**src/rtl/winacc_pkg.sv**
```systemverilog
`default_nettype none
// ============================================================================
// Module   : winacc_pkg
// Purpose  : Shared width helpers and window-length clamp for the
//            window_accumulator slice.
// Revision : 1.0  initial release
// ============================================================================
package winacc_pkg;

  // Width needed to hold a count of 0..depth.
  function automatic int cnt_w(input int depth);
    return $clog2(depth + 1);
  endfunction

  // Width of a sum of up to depth samples of data_w bits, never overflowing.
  function automatic int sum_w(input int data_w, input int depth);
    return data_w + $clog2(depth + 1);
  endfunction

  // Out-of-range requests (zero or beyond storage) fall back to full depth.
  function automatic int clamp_len(input int req, input int depth);
    return ((req == 0) || (req > depth)) ? depth : req;
  endfunction

endpackage : winacc_pkg
`default_nettype wire

```
**src/rtl/winacc_ring.sv**
```systemverilog
`default_nettype none
// ============================================================================
// Module   : winacc_ring
// Purpose  : DEPTH x DATA_W sample ring with a write pointer that wraps at
//            the active window length. The read port always shows the entry
//            under the write pointer, so a same-cycle write sees the old
//            value (read-before-write).
// Revision : 1.0  initial release
// ============================================================================
module winacc_ring #(
  parameter int DATA_W = 12,
  parameter int DEPTH  = 14,
  parameter int CNT_W  = 4
) (
  input  logic              clk,
  input  logic              rst,
  input  logic              i_clr,
  input  logic [CNT_W-1:0]  i_len,
  input  logic              i_wr_en,
  input  logic [DATA_W-1:0] i_wdata,
  output logic [DATA_W-1:0] o_rdata
);

  localparam int PTR_W = (DEPTH > 1) ? $clog2(DEPTH) : 1;

  logic [DATA_W-1:0] r_mem [DEPTH];
  logic [PTR_W-1:0]  r_wp;
  logic              w_wrap;

  // Pointer is at the last slot of the active window.
  assign w_wrap  = (CNT_W'(r_wp) == (i_len - CNT_W'(1)));
  assign o_rdata = r_mem[r_wp];

  // Write pointer: cleared by reset/clear, advances on each write, wraps at L-1.
  always_ff @(posedge clk or posedge rst) begin
    if (rst) begin
      r_wp <= '0;
    end else if (i_clr) begin
      r_wp <= '0;
    end else if (i_wr_en) begin
      r_wp <= w_wrap ? '0 : (r_wp + PTR_W'(1));
    end
  end

  // Storage is intentionally not reset; stale entries are only read once full.
  always_ff @(posedge clk) begin
    if (i_wr_en) begin
      r_mem[r_wp] <= i_wdata;
    end
  end

endmodule : winacc_ring
`default_nettype wire

```
**src/rtl/window_accumulator.sv**
```systemverilog
`default_nettype none
// ============================================================================
// Module   : window_accumulator
// Purpose  : Sliding-window summer over the last L accepted samples, using a
//            single add/subtract per sample. Reports fill count and full flag.
//            Optional macro WINACC_PEAK_EN adds a PEAK output holding the
//            maximum Tsum since the last reset or clear.
// Revision : 1.0  initial release
// ============================================================================
module window_accumulator
  import winacc_pkg::*;
#(
  parameter int DATA_W = 12,
  parameter int DEPTH  = 14,
  parameter int CNT_W  = cnt_w(DEPTH),
  parameter int SUM_W  = sum_w(DATA_W, DEPTH)
) (
  input  logic              CLK,
  input  logic              RESET,
  input  logic              CLR,
  input  logic [CNT_W-1:0]  WIN_LEN,
  input  logic              IN_VALID,
  input  logic [DATA_W-1:0] TN,
  output logic [SUM_W-1:0]  Tsum,
  output logic [CNT_W-1:0]  N,
  output logic              FULL,
  output logic              OUT_VALID
`ifdef WINACC_PEAK_EN
  ,
  output logic [SUM_W-1:0]  PEAK
`endif
);

  logic [CNT_W-1:0]  r_len;
  logic [CNT_W-1:0]  r_n;
  logic [SUM_W-1:0]  r_sum;
  logic              r_out_valid;

  logic              w_full;
  logic              w_accept;
  logic [CNT_W-1:0]  w_len_load;
  logic [DATA_W-1:0] w_old;
  logic [SUM_W-1:0]  w_sub;
  logic [SUM_W-1:0]  w_sum_next;

  assign w_full     = (r_n == r_len);
  assign w_accept   = IN_VALID && !CLR;
  assign w_len_load = CNT_W'(clamp_len(int'(WIN_LEN), DEPTH));
  // Oldest sample is removed only once the window is full; it is part of
  // r_sum, so the subtraction cannot underflow.
  assign w_sub      = w_full ? SUM_W'(w_old) : '0;
  assign w_sum_next = r_sum + SUM_W'(TN) - w_sub;

  winacc_ring #(
    .DATA_W (DATA_W),
    .DEPTH  (DEPTH),
    .CNT_W  (CNT_W)
  ) u_ring (
    .clk     (CLK),
    .rst     (RESET),
    .i_clr   (CLR),
    .i_len   (r_len),
    .i_wr_en (w_accept),
    .i_wdata (TN),
    .o_rdata (w_old)
  );

  // Window length, fill count, running sum and update strobe.
  always_ff @(posedge CLK or posedge RESET) begin
    if (RESET) begin
      r_len       <= CNT_W'(DEPTH);
      r_n         <= '0;
      r_sum       <= '0;
      r_out_valid <= 1'b0;
    end else if (CLR) begin
      r_len       <= w_len_load;
      r_n         <= '0;
      r_sum       <= '0;
      r_out_valid <= 1'b0;
    end else begin
      r_out_valid <= w_accept;
      if (w_accept) begin
        r_sum <= w_sum_next;
        if (!w_full) begin
          r_n <= r_n + CNT_W'(1);
        end
      end
    end
  end

`ifdef WINACC_PEAK_EN
  logic [SUM_W-1:0] r_peak;

  // Track the largest running sum, compared against the value being stored.
  always_ff @(posedge CLK or posedge RESET) begin
    if (RESET) begin
      r_peak <= '0;
    end else if (CLR) begin
      r_peak <= '0;
    end else if (w_accept && (w_sum_next > r_peak)) begin
      r_peak <= w_sum_next;
    end
  end

  assign PEAK = r_peak;
`endif

  assign Tsum      = r_sum;
  assign N         = r_n;
  assign FULL      = w_full;
  assign OUT_VALID = r_out_valid;

endmodule : window_accumulator
`default_nettype wire

```
**config.mk**
```make
export PLATFORM = sky130hd
export DESIGN_NAME = window_accumulator
export DESIGN_NICKNAME = d
export VERILOG_FILES = /design/src/rtl/winacc_pkg.sv /design/src/rtl/winacc_ring.sv /design/src/rtl/window_accumulator.sv
export SDC_FILE = /design/constraint.sdc
export NUM_CORES = 1
export LEC_CHECK = 0
export BUFFER_PORTS_ARGS = -buffer_cell sky130_fd_sc_hd__buf_4
export CAP_MARGIN = 20
export CORE_MARGIN = 2
export CORE_UTILIZATION = 24
export CTS_BUF_LIST = sky130_fd_sc_hd__clkbuf_8
export CTS_CLUSTER_SIZE = 30
export DETAILED_ROUTE_END_ITERATION = 6
export GPL_TIMING_DRIVEN = 0
export PLACE_DENSITY = 0.46
export SYNTH_ARGS = -nofsm -noshare
export SYNTH_HDL_FRONTEND = slang
export SYNTH_SLANG_ARGS = --single-unit
```
**constraint.sdc**
```tcl
create_clock -name CLK -period 11.2 [get_ports CLK]
set_input_delay 2.24 -clock CLK [delete_from_list [all_inputs] [get_ports CLK]]
set_output_delay 2.24 -clock CLK [all_outputs]
set_load 0.05 [all_outputs]
```
# Word-level counts from Yosys, hierarchy flattened
# Memory sizes are Yosys's and may differ from the RTL's.
# Cells that the tools add are included.
[word_totals]
regBits = 29
latchBits = 0
ram_bits = 168
rom_bits = 0
out_inout_bits = 22
elab_cells = 34
n_memories = 1
[classes]
add_sub_neg = 5
mul = 0
div_mod_pow = 0
n_lt_le_gt_ge = 1
eq_ne = 3
n_shift = 0
mux = 13
bitwise = 0
reduce_logical = 6
[mem_list]
columns = ["memory", "words", "width", "rd", "rd_ports_with_merged_regs", "write_ports", "line", "rtl"]
rows = [
  ["u_ring.r_mem", 14, 12, 1, 0, 1, "winacc_ring.sv:26", "logic [DATA_W-1:0] r_mem [DEPTH];"],
]
[ops]
columns = ["op", "count"]
rows = [
  ["16-bit 2-to-1 mux", 2],
  ["4-bit 2-to-1 mux", 7],
  ["16-bit by 12-bit adder with 16-bit output", 1],
  ["16-bit by 12-bit subtractor with 16-bit output", 1],
  ["12-bit 2-to-1 mux", 1],
  ["4-bit by 1-bit adder with 4-bit output (second input constant)", 2],
  ["4-bit equality test", 2],
  ["4-bit > comparator (second input constant)", 1],
  ["4-bit logical NOT", 1],
  ["4-bit by 1-bit subtractor with 4-bit output (second input constant)", 1],
  ["1-bit 2-to-1 mux", 3],
  ["2-bit != test (second input constant)", 1],
  ["2-bit AND reduction", 1],
  ["2-bit nonzero test", 1],
  ["1-bit logical AND", 1],
  ["1-bit logical NOT", 1],
  ["1-bit logical OR", 1],
]

# Logic depth before layout (Yosys ltp)
# Gate-level depths: netlist of the first run.
[depth]
ltp_word = 5
depth_mapped = 16
ltp_nobuf = 14

# Modules after synthesis
# From an unflattened synthesis of the first run, not the netlist that was laid out.
[hier_totals]
cells_unflattened = 615
area_unflattened_um2 = 9311.4
[by_module_without_submodules]
columns = ["mod", "instances", "cells_per_inst", "area_per_inst_um2", "seq_area_each_um2"]
rows = [
  ["winacc_ring", 1, 330, 6922.9, 5144.9],
  ["window_accumulator", 1, 285, 2388.5, 629.4],
]

# Least setup slack after synthesis of the first run
# OpenSTA, ideal clock, no wires.
[synth_timing]
path_kind = "input to register"
startpoint = "in TN[1]"
endpoint = "reg r_sum[15] (netlist: Tsum[15])"
setup_ns = 0.128
arrival_ns = 4.440
required_ns = 11.072
path_slack_ns = 6.632
path_stages = 10
path_buffers = 0
cell_sequence = "inv_1 > fa_1 > inv_1 > ha_1 > a211oi_1 > o21a_1 > a21oi_1 > a21oi_1 > mux2i_1 > mux2_1"
[synth_between]
elab_chain_len = 4
[synth_rtl]
columns = ["element", "line", "rtl"]
rows = [
  ["start: declaration", "window_accumulator.sv:23", "input logic [DATA_W-1:0] TN,"],
  ["16-bit by 12-bit adder with 16-bit output", "window_accumulator.sv:52", "assign w_sum_next = r_sum + SUM_W'(TN) - w_sub;"],
  ["16-bit by 12-bit subtractor with 16-bit output", "window_accumulator.sv:52", ""],
  ["16-bit 2-to-1 mux", "window_accumulator.sv:82", "if (w_accept) begin"],
  ["16-bit 2-to-1 mux", "window_accumulator.sv:75", "end else if (CLR) begin"],
  ["end signal: assignment", "window_accumulator.sv:83", "r_sum <= w_sum_next;"],
  ["end: declaration", "window_accumulator.sv:36", "logic [SUM_W-1:0] r_sum;"],
]
# Every way passes these cells. The select of a mux whose other input is x is not followed.
# A chain may end at the register's enable or synchronous reset.

# Worst setup path after layout of the first run
[layout_timing]
startpoint = "reg u_ring.r_wp[1]"
endpoint = "reg r_sum[14] (netlist: Tsum[14])"
[layout_between]
elab_chain_len = 5
[layout_rtl]
columns = ["element", "line", "rtl"]
rows = [
  ["start: declaration", "winacc_ring.sv:27", "logic [PTR_W-1:0] r_wp;"],
  ["start signal: assignment", "winacc_ring.sv:41", "r_wp <= w_wrap ? '0 : (r_wp + PTR_W'(1));"],
  ["memory read 14 x 12 bit", "--", ""],
  ["12-bit 2-to-1 mux", "window_accumulator.sv:51", "assign w_sub = w_full ? SUM_W'(w_old) : '0;"],
  ["16-bit by 12-bit subtractor with 16-bit output", "window_accumulator.sv:52", ""],
  ["16-bit 2-to-1 mux", "window_accumulator.sv:82", ""],
  ["16-bit 2-to-1 mux", "window_accumulator.sv:75", ""],
]
# Every way passes these cells. The select of a mux whose other input is x is not followed.

==> impl_metrics.yaml, run 1 <==
run_status:
  outcome: "finished clean"
synthesis:
  synth_area_um2: 9011
  yosysSeqAreaShare: 0.6408
  synthArstFlopShare: 0.1472
  yosysWarnings: 0
  synthCells: 569
  synth_edf_count: 168
  synth_flop_cell: "edfxtp_1"
  synthDistinctLibCells: 48
  ys_ff_latch: 197
  syn-mean-instance-area_um2: 15.84
  syn-num-nets: 623
worst_setup_path:
  cp_data_arrival_time_ps: 5200
  startpoint_type: "flop"
  cp-end-kind: "flop"
  cp.required_ps: 11560
  critPathKind: "flop to flop"
  cp_max_fo: 10
min_path:
  hp-class: "flop to flop"
die:
  die-width_um: 197.8
  initial_core_util: 0.2450
  dieArea_um2: 39110
  fp.coreArea_um2: 36790
  fp-row-count: 70
  dieHeight_um: 197.8
  io_pins: 42
timing:
  tightest_slew_ps: 868.8
  rsz0062_at_grt: "false"
  hold_violations: 0
  period_share: 0.4323
  finalCriticalPeriod_ps: 4842
  fin_tns_setup_ps: 0
  finalSetupViolations: 0
  fmax_mhz: 206.5
  finClkSkew_ps: 17.50
  slew_headroom: 0.4202
  final_max_slew_viol_count: 0
final_layout:
  design_area_um2: 10510
  drive_gt1_frac: 0.2530
  final_cell_mix: "edfxtp_1 (168), inv_1 (62), mux4_2 (48)"
  final_common_cell: "edfxtp_1"
  diodes: 0
  area.growth.synth_to_final_pct: 16.63
  nNetsFinal: 697
power_and_ir_drop:
  vdd_ir_drop_max_v: 0.00008181
  p_total_mw: 1.892
  cellPowerDensity_nw_per_um2: 180.0
  leakage_nw: 3.674
grt:
  grt_pass1_wl_mm: 31.48
  gr-usage-all-layers: 0.1099
  grt_max_degree: 23
  antenna_found_initial: 0
  grt_pass1_vias: 4997
  grt_overflow: 0
routing:
  routed_wl_mm: 20.33
  first_pass_iters: 4
  drt_iter0_markers: 250
  vias: 4860
  antenna_left: 0
  via_per_inst: 4.324
  wl_per_cell_um: 18.09
  drt_drc_violations_left: 0
place:
  gp_congestion: 0.7222
  portBuffers: 41
  hpwl_mm: 14.74
  postPlaceCellArea_um2: 10090
cts:
  clock_sinks: 197
  root_buffer: "clkbuf_8"
  cts_tree: "done"
  clk_latency_ps: 470
  cts_hold_buf: 0
  post_cts_resized: 0
  cts_buffers: 17
  clockBufferDepth: 2
  htreeDepth: 4
  clk_pin_slew_worst_paths_ps: 120
  postCtsSetupBuffers: 0
job:
  max-cap-violations: 0
power by group:
group	total (mW)	switching, mW	leakage, nW	internal (mW)
sequential	0.852	0.0268	1.89	0.825
clock	0.478	0.302	0.213	0.176
combinational	0.562	0.337	1.57	0.225
layout make-up:
class | instances | area (um2)
Tap cell | 468 | 585.6
Clock buffer | 17 | 234.0
Timing Repair Buffer | 55 | 470.5
Buffer | 21 | 118.9
Clock inverter | 15 | 186.4
Fill cell | 3697 | 26280
Sequential cell | 197 | 5774
Inverter | 61 | 229.0
Multi-Input combinational cell | 290 | 2912
metal layers:
layer  vias up  global-route usage  share of wire
li1       2281                   -              -
met1      2500              0.1593           0.50
met2        71              0.1694           0.46
met3         8             0.02351          0.031
met4         0             0.02256         0.0053
met5         -                   0              0
cells by family (layout without fill, tap and decap cells):
logic type	Yosys count	after routing	share of synthesized area
flops	197	197	0.6408
simple gates	102	102	0.05373
buf+inv	82	169	0.03860
compound gates	69	69	0.04957
mux	65	65	0.1407
fa+ha+maj	34	34	0.05721
xor+xnor	20	20	0.01944
path summary, 6_finish.rpt:
| kind | endpoint | cells past startpoint | slack (ps) | start |
|---|---|---|---|---|
| worst max-delay path | Tsum[14] | 13 | 6360 | u_ring.r_wp[1] |
| worst min-delay path | r_len[3] | 2 | 530 | r_len[3] |
| worst max register to register | Tsum[14] | 13 | 6360 | u_ring.r_wp[1] |
| worst min register to register | r_len[3] | 2 | 530 | r_len[3] |
| max in group asynchronous | r_len[3] | 3 | 8790 | RESET |
| min in group asynchronous | Tsum[14] | 2 | 1810 | RESET |
cells in the mapped netlist (all sizes together) (5+ instances only):
cell	number	area (um2)
o21ai	21	105.1
buf	13	88.83
nand3	7	35.03
inv	61	229.0
clkbuf	8	30.03
mux2	13	146.4
fa	12	240.2
nand2	18	67.56
dfrtp	26	650.6
nor2	35	131.4
edfxtp	168	5045
a21oi	18	90.09
ha	22	275.3
xnor2	16	140.1
nor2b	16	100.1
nor3	12	60.06
mux4	48	1081
nand2b	5	31.28
flip-flops by register name, indices dropped and copies added (netlist names):
signal / count
Tsum: 16
r_len: 4
u_ring.r_wp: 4
u_ring.r_mem: 168
N: 4
OUT_VALID: 1
metrics by stage:
stage / util / hold slack (ps) / std cells / worst slack, ps
after floorplan: - / 487.3 / 569 / 6632
after global placement: 0.2693 / 513.0 / 1078 / 5878
after detailed placement: 0.2743 / 521.5 / 1092 / 6026
after CTS: 0.2857 / 540.8 / 1124 / 6306
after global routing: 0.2857 / 554.1 / 1124 / 6012
final: 0.2857 / 534.6 / 1124 / 6358
critical path, cell delays in order, from the launching register on:
cell	delay (ps)
dfrtp_1	500
buf_1	650
mux4_2	450
mux4_2	490
nor2b_1	160
fa_1	500
inv_1	40
ha_1	370
a21o_1	220
and2_1	160
a2111oi_0	610
a21oi_1	210
o2111ai_1	220
o311ai_1	120
Note: power is estimated with default switching activity, not from simulation.
==> run 2: changes to the inputs <==
ABC_AREA = 1   (was not set)
clock period = 4.82 ns   (was 11.2 ns; I/O delays follow)
==> impl_metrics.yaml, run 2 <==
final_layout:
  design_area_um2: 10860
  seqCellArea_um2: 5774
  final_cells: 1530
  final_common_cell: "nand2_1"
  top_register: "u_ring.r_mem"
  nNetsFinal: 1053
  final_cell_mix: "nand2_1 (181), edfxtp_1 (168), nor2_1 (156)"
  largest_reg_flops: 168
  multiInputGateArea_um2: 2968
  drive_gt1_frac: 0.1285
  diodes: 0
  area.growth.synth_to_final_pct: 15.72
  fillers: 4041
synthesis:
  synth_top_cell_by_area: "edfxtp_1"
  synth_flop_cell: "edfxtp_1"
  ys_ff_latch: 197
  yosysWarnings: 0
  synthCells: 928
  syn-num-nets: 982
  yosysTopAreaCellShare: 0.5375
  yosys-top-cells-count: "nand2_1 (181), edfxtp_1 (168), nor2_1 (161)"
  synthArstFlopShare: 0.1472
  synth_area_um2: 9387
  syn-mean-instance-area_um2: 10.11
  synthDistinctLibCells: 30
  synth_area_leaders: "edfxtp_1 (54%), nand2_1 (7.2%), dfrtp_1 (6.9%)"
  yosysSeqAreaShare: 0.6152
  yosysMostFrequentCell: "nand2_1"
  synth_edf_count: 168
die:
  fp.coreArea_um2: 38650
  io_pins: 42
  fp-row-count: 72
  dieHeight_um: 201.8
  dieArea_um2: 40710
  die-width_um: 201.8
  initial_core_util: 0.2429
cts:
  root_buffer: "clkbuf_8"
  htreeDepth: 4
  clock_sinks: 197
  postCtsSetupBuffers: 0
  cts_buffers: 17
  clockBufferDepth: 2
  clk_latency_ps: 480
  clk_pin_slew_worst_paths_ps: 110
  cts_hold_buf: 0
  post_cts_resized: 0
  cts_tree: "done"
power_and_ir_drop:
  p_total_mw: 4.681
  vdd_ir_drop_max_v: 0.0001874
  leakage_nw: 4.420
  cellPowerDensity_nw_per_um2: 431.0
routing:
  vias: 6631
  drt_iter0_markers: 455
  wl_met2_mm: 11.87
  routed.top_layer: "met4"
  routed_wl_mm: 25.80
  wl_met1_mm: 12.48
  via_per_inst: 4.334
  antenna_left: 0
  drt_drc_violations_left: 0
  first_pass_iters: 5
  wl_per_cell_um: 16.86
  met3_length_mm: 1.185
timing:
  fmax_mhz: 277.8
  finalSetupViolations: 0
  finalCriticalPeriod_ps: 3600
  finClkSkew_ps: 28.08
  period_share: 0.7469
  fin_tns_setup_ps: 0
  rsz0062_at_grt: "false"
  slew_headroom: 0.3414
  hold_violations: 0
  final_max_slew_viol_count: 0
  tightest_slew_ps: 986.9
worst_setup_path:
  critPathMostFrequentCell: "nand2_1"
  cp-end-kind: "flop"
  cp_max_fo: 10
  critPathKind: "flop to flop"
  crit_chain: "inv_2, clkbuf_1, o21ai_0, o22ai_1, nand2_1, nand2_1, nor2_1, nor2_1, fa_1, inv_1, ha_1, or2_2, nand3b_1, nand2_1, nand2_1, nand3_1, nand3_1, nand2_1"
  cpPeakStageDelay_ps: 470
  cp_data_arrival_time_ps: 3970
  cp.required_ps: 5190
  crit_slowest_cell: "dfrtp_1"
  startpoint_type: "flop"
grt:
  antenna_found_initial: 0
  grt_max_degree: 21
  grt_pass1_vias: 6344
  grt_pass1_wl_mm: 39.41
  grt_overflow: 0
  gr-usage-all-layers: 0.1299
place:
  place_inst: 1497
  hpwl_mm: 18.18
  portBuffers: 41
  gp_congestion: 0.8063
  postPlaceCellArea_um2: 10460
run_status:
  outcome: "finished clean"
job:
  max-cap-violations: 0
min_path:
  hp-class: "flop to flop"
==> run 2: path summary, 6_finish.rpt <==
kind,from,endpoint,slack (ps),depth (start not counted)
setup reg to reg,u_ring.r_wp[1],Tsum[13],1220,18
setup / recovery,u_ring.r_wp[1],Tsum[13],1220,18
hold / removal,r_len[3],r_len[3],530,2
min in group asynchronous,RESET,Tsum[6],600,2
max in group asynchronous,RESET,r_len[1],3590,3
hold reg to reg,r_len[3],r_len[3],530,2
==> run 2: stage by stage <==
step           worst slack [ps]  utilization  hold slack, ps
2_1_floorplan              1814            -           486.2
3_3_place_gp               1074       0.2676           501.7
3_5_place_dp               1294       0.2707           501.9
4_1_cts                    1287       0.2809           523.4
5_1_grt                   990.2       0.2810           572.4
6_report                   1220       0.2810           525.0
==> run 2: logic make-up (layout without fill, tap and decap cells) <==
logic type	after synthesis	after routing	share of synthesized area
compound gates	150	150	0.08611
buf+inv	148	232	0.06998
xor+xnor	13	13	0.01213
fa+ha+maj	34	34	0.05492
flops	197	197	0.6152
simple gates	386	386	0.1617
==> run 2: where the power goes <==
part	switching, mW	internal [mW]
clock network	0.672	0.390
registers	0.0659	1.92
logic	1.10	0.527
total	1.84	2.84
==> run 2: worst max-delay path, delay by kind of cell (launching register included) <==
| kind | cells | cell delay [ps] |
|---|---|---|
| adders and majority gates | 2 | 690 |
| DFF | 1 | 470 |
| and+or+nand+nor | 11 | 1250 |
| AOI/OAI and AO/OA | 2 | 510 |
| buffers and inverters | 3 | 580 |
==> run 2: metal layers <==
metal / vias up / global-route usage
met5: - / 0
met4: 0 / 0.02862
met3: 14 / 0.01944
met2: 162 / 0.2052
met1: 3229 / 0.1880
li1: 3226 / -
==> run 2: area by class of cell <==
cell class	count	area share
Sequential cell	197	0.5316
Multi-Input combinational cell	583	0.2732
Tap cell	518	0.05967
Timing Repair Buffer	52	0.03882
Inverter	111	0.03859
Buffer	37	0.02189
Clock buffer	17	0.02154
Clock inverter	15	0.01463
